--- config.mk ---
export PLATFORM = sky130hd
export DESIGN_NAME = sqrt
export DESIGN_NICKNAME = d
export VERILOG_FILES = /design/src/rtl/sqrt.sv
export SDC_FILE = /design/constraint.sdc
export NUM_CORES = 1
export LEC_CHECK = 0
export CAP_MARGIN = 20
export CORE_MARGIN = 5
export CORE_UTILIZATION = 51
export CTS_BUF_LIST = sky130_fd_sc_hd__clkbuf_8
export DETAILED_ROUTE_END_ITERATION = 12
export GPL_ROUTABILITY_DRIVEN = 0
export GPL_TIMING_DRIVEN = 0
export PLACE_DENSITY = 0.88
export SYNTH_ARGS = -nofsm -noshare
export SYNTH_HDL_FRONTEND = slang
export SYNTH_SLANG_ARGS = --single-unit
--- constraint.sdc ---
create_clock -name clk_i -period 2.3 [get_ports clk_i]
set_input_delay 0.46 -clock clk_i [delete_from_list [all_inputs] [get_ports clk_i]]
set_output_delay 0.46 -clock clk_i [all_outputs]
set_load 0.005 [all_outputs]
--- src/rtl/sqrt.sv ---
// Unsigned 8-bit integer square root, floor(sqrt(x)), restoring digit-by-digit
// method producing one result bit per clock behind a start/busy handshake.
module sqrt (
    input  logic       clk_i,
    input  logic       rst_i,
    input  logic [7:0] x_bi,
    input  logic       start_i,
    output logic       busy_o,
    output logic [7:0] y_bo
);

    localparam int unsigned W = 8;
    localparam logic [W-1:0] M_INIT = W'(8'h40);

    typedef enum logic {
        IDLE = 1'b0,
        WORK = 1'b1
    } state_t;

    state_t         state_q, state_d;
    logic [W-1:0]   x_q, x_d;
    logic [W-1:0]   m_q, m_d;
    logic [W-1:0]   yacc_q, yacc_d;
    logic [W-1:0]   y_q, y_d;
    logic           busy_q, busy_d;

    logic [W-1:0]   b_c;
    logic [W-1:0]   ysh_c;
    logic [W-1:0]   ynext_c;
    logic           ge_c;
    logic           done_c;

    // One restoring iteration: trial bit b, conditional subtract.
    assign b_c     = yacc_q | m_q;
    assign ysh_c   = yacc_q >> 1;
    assign ge_c    = (x_q >= b_c);
    assign ynext_c = ge_c ? (ysh_c | m_q) : ysh_c;
    // Last iteration is the one whose mask shifts out to zero.
    assign done_c  = (state_q == WORK) && (m_q[W-1:2] == '0);

    always_ff @(posedge clk_i or negedge rst_i) begin
        if (!rst_i) begin
            state_q <= IDLE;
            x_q     <= '0;
            m_q     <= '0;
            yacc_q  <= '0;
            y_q     <= '0;
            busy_q  <= 1'b0;
        end else begin
            state_q <= state_d;
            x_q     <= x_d;
            m_q     <= m_d;
            yacc_q  <= yacc_d;
            y_q     <= y_d;
            busy_q  <= busy_d;
        end
    end

    always_comb begin
        state_d = state_q;
        case (state_q)
            IDLE: if (start_i) state_d = WORK;
            WORK: if (done_c)  state_d = IDLE;
            default: state_d = IDLE;
        endcase
    end

    always_comb begin
        x_d    = x_q;
        m_d    = m_q;
        yacc_d = yacc_q;
        y_d    = y_q;
        busy_d = busy_q;
        case (state_q)
            IDLE: begin
                if (start_i) begin
                    x_d    = x_bi;
                    m_d    = M_INIT;
                    yacc_d = '0;
                    busy_d = 1'b1;
                end
            end
            WORK: begin
                m_d    = m_q >> 2;
                yacc_d = ynext_c;
                if (ge_c) begin
                    x_d = x_q - b_c;
                end
                if (done_c) begin
                    // Result fits in 4 bits; upper nibble stays zero.
                    y_d    = {4'b0000, ynext_c[3:0]};
                    busy_d = 1'b0;
                end
            end
            default: begin
                busy_d = 1'b0;
            end
        endcase
    end

    assign busy_o = busy_q;
    assign y_bo   = y_q;

endmodule

==> flow_metrics.py <==
metrics = {
    "outcome": {
        "status": "finished clean",
    },
    "grt": {
        "grt_remaining_overflow": 0,
        "grt_pass1_vias": 1254,
        "grt_usage": 0.173,
        "grt_pass1_wl_mm": 5.68,
        "grt_max_degree": 26,
        "antenna_found_initial": 0,
    },
    "floorplan": {
        "start_util": 0.526,
        "core_area_mm2": 0.00273,
        "num_rows": 19,
        "io_pins": 20,
        "fp.dieArea_mm2": 0.00398,
        "die_w_um": 63.1,
        "die_h_um": 63.1,
    },
    "layout": {
        "final_common_cell": "dfrtp_1",
        "mostFrequentLayoutCells": "25 x dfrtp_1, 22 x nand2_1, 14 x o21ai_0, 14 x clkdlybuf4s50_1",
        "fin_nets": 207,
        "n_antenna_cell": 0,
        "fill_cells": 200,
        "layout-drive-gt1-share": 0.171,
        "layout.cells.non_filler": 218,
        "syn_to_final_growth_pct": 24.8,
    },
    "critical_path": {
        "start_kind": "flip-flop",
        "max_stage_delay_ns": 0.44,
        "worst-setup-path-type": "flip-flop to flip-flop",
        "crit_arrival_ns": 2.50,
        "path_cells": "nor2_2, ha_4, a21o_1, a221o_1, a41o_1, or4_1, nand4_1",
        "cp_slowest_cell": "dfrtp_1",
        "worstPathRequired_ns": 2.51,
        "endpoint_kind": "flip-flop",
        "crit_path_max_fanout": 6,
    },
    "sta": {
        "fin_crit_sh": 0.996,
        "finalHoldViolCount": 0,
        "final_max_slew_viol_count": 0,
        "fin_crit_ns": 2.29,
        "fin_hold_ws_ns": 0.410,
        "setup_violations": 0,
        "finClkSkew_ns": 0.00719,
        "tightest_slew_ns": 0.748,
        "fmax_mhz": 437,
        "slew_headroom": 0.497,
    },
    "clock_tree": {
        "clk_pin_slew_ns": 0.10,
        "cts_buffers": 3,
        "ctsLongestPathBuffers": 2,
        "insertion_delay_ns": 0.28,
        "htree_levels": 1,
        "clock_sinks": 25,
        "cts-root-buf": "clkbuf_8",
        "cts_hold_buf": 0,
        "cts_tree": "yes",
    },
    "synthesis": {
        "yosysWarningCount": 0,
        "synth_seq_cells": 25,
        "synth_area_leaders": "dfrtp_1 43%, ha_1 6.1%, nand2_1 5.7%",
        "synth_edf_count": 0,
        "synth_top_area_cell": "dfrtp_1",
        "synth_ff_type": "dfrtp_1",
        "syn_inst": 160,
        "synth_top_area_share": 0.435,
        "synth_cell_types": 39,
        "synth.avg_cell_area_um2": 8.99,
        "yosysSeqAreaShare": 0.435,
        "async_flop_share": 1.00,
        "netlist_area_mm2": 0.00144,
    },
    "placement": {
        "place_hpwl_mm": 2.31,
        "port-buffer-count": 14,
        "dp_cells": 208,
    },
    "pwr": {
        "vdd_drop_max_v": 0.00109,
        "power.total_w": 0.00319,
        "leakagePower_nw": 0.784,
        "power.density_mw_per_mm2": 1780,
    },
    "drt": {
        "num_vias": 1339,
        "drtIter0Drc": 58,
        "vias_per_cell": 6.14,
        "dr.pass1.iters": 4,
        "ant_nets": 0,
        "routed_wl_mm": 3.69,
        "drc": 0,
        "avgRoutedWirePerCell_um": 16.9,
    },
    "hold_path": {
        "hold_class": "primary input to asynchronous set/reset pin",
    },
    "flow_run": {
        "maxCapViolations": 0,
    },
}
-- metal layers --
metal	share of wire	GRT usage	vias to the layer above
met5	0	0	-
met3	0.077	0.0391	12
li1	-	-	610
met4	0.025	0.0531	0
met1	0.38	0.205	651
met2	0.52	0.308	66
-- cell usage after synthesis (2+ instances only) --
cell type	n
xor2_1	2
o21ai_0	14
nor3_1	2
or2_2	2
dfrtp_1	25
inv_1	8
nand2_1	22
mux2i_1	6
nand4_1	3
nor2_1	11
clkbuf_1	6
a31oi_1	2
buf_4	4
nand3_1	8
ha_1	7
a21oi_1	11
o31ai_1	4
mux2_2	2
-- flip-flops by register name (all words and copies together), names as in the netlist --
register  flops
busy_o        1
m_q           4
y_bo          4
state_q       1
x_q           8
yacc_q        7
-- cells by family (layout without fill, tap and decap cells) --
family	Yosys count	in the layout	synth area share
other cells	1	4	0.00261
buf+inv	21	45	0.0661
simple gates	54	54	0.177
mux	8	8	0.0574
xor+xnor	3	3	0.0183
flops	25	25	0.435
compound gates	40	40	0.170
fa+ha+maj	8	8	0.0748
-- layout make-up --
type	count	area (um^2)	area share
well taps	31	38.8	0.0216
flip-flops and latches	25	626	0.348
clock inverters	1	7.51	0.00418
repair buffers	21	200	0.111
multi-input cells	117	791	0.440
plain buffers	11	57.6	0.0321
inverters	9	33.8	0.0188
clock buffers	3	41.3	0.0230
-- through the flow --
step / worst slack (ns) / util / area [um^2] / TNS (ns)
2_1_floorplan: 0.138 / - / 1450 / 0
3_3_place_gp: -0.0142 / 0.596 / 1630 / -0.0180
3_5_place_dp: -0.100 / 0.596 / 1630 / -0.456
4_1_cts: 0.00343 / 0.619 / 1690 / 0
5_1_grt: -0.0270 / 0.657 / 1800 / -0.0397
6_report: 0.00948 / 0.657 / 1800 / 0
-- repair_timing --
| action | CTS | global route |
|---|---|---|
| hold endpoints to repair | 0 | 0 |
| endpoints found under the setup margin | 12 | 12 |
| resized for setup | 2 | 11 |
| buffers inserted | 1 | 5 |
| pin swaps | 1 | 4 |
-- worst max-delay path, delay by kind of cell (launching register included) --
family	cells	cell delay, ns
flops	1	0.44
compound gates	3	0.79
simple gates	3	0.74
fa+ha+maj	1	0.25
-- path summary, 6_finish.rpt --
| check | slack, ns | cells past startpoint | endpoint | startpoint |
|---|---|---|---|---|
| setup / recovery | 0.009 | 7 | x_q[7] | m_q[4] |
| hold / removal | 0.41 | 1 | x_q[4] | rst_i |
| setup reg to reg | 0.009 | 7 | x_q[7] | m_q[4] |
| hold reg to reg | 0.51 | 2 | x_q[2] | x_q[2] |
| max in group asynchronous | 1.45 | 2 | yacc_q[6] | rst_i |
| min in group clk_i | 0.51 | 2 | x_q[2] | x_q[2] |
-- power by group --
part | leakage (nW) | internal [W] | total (W) | switching (W)
sequential | 0.317 | 0.000644 | 0.000799 | 0.000155
clock | 0.0217 | 0.000123 | 0.000277 | 0.000154
combinational | 0.445 | 0.000920 | 0.00211 | 0.00119
Power figures use the tool's default switching activity.
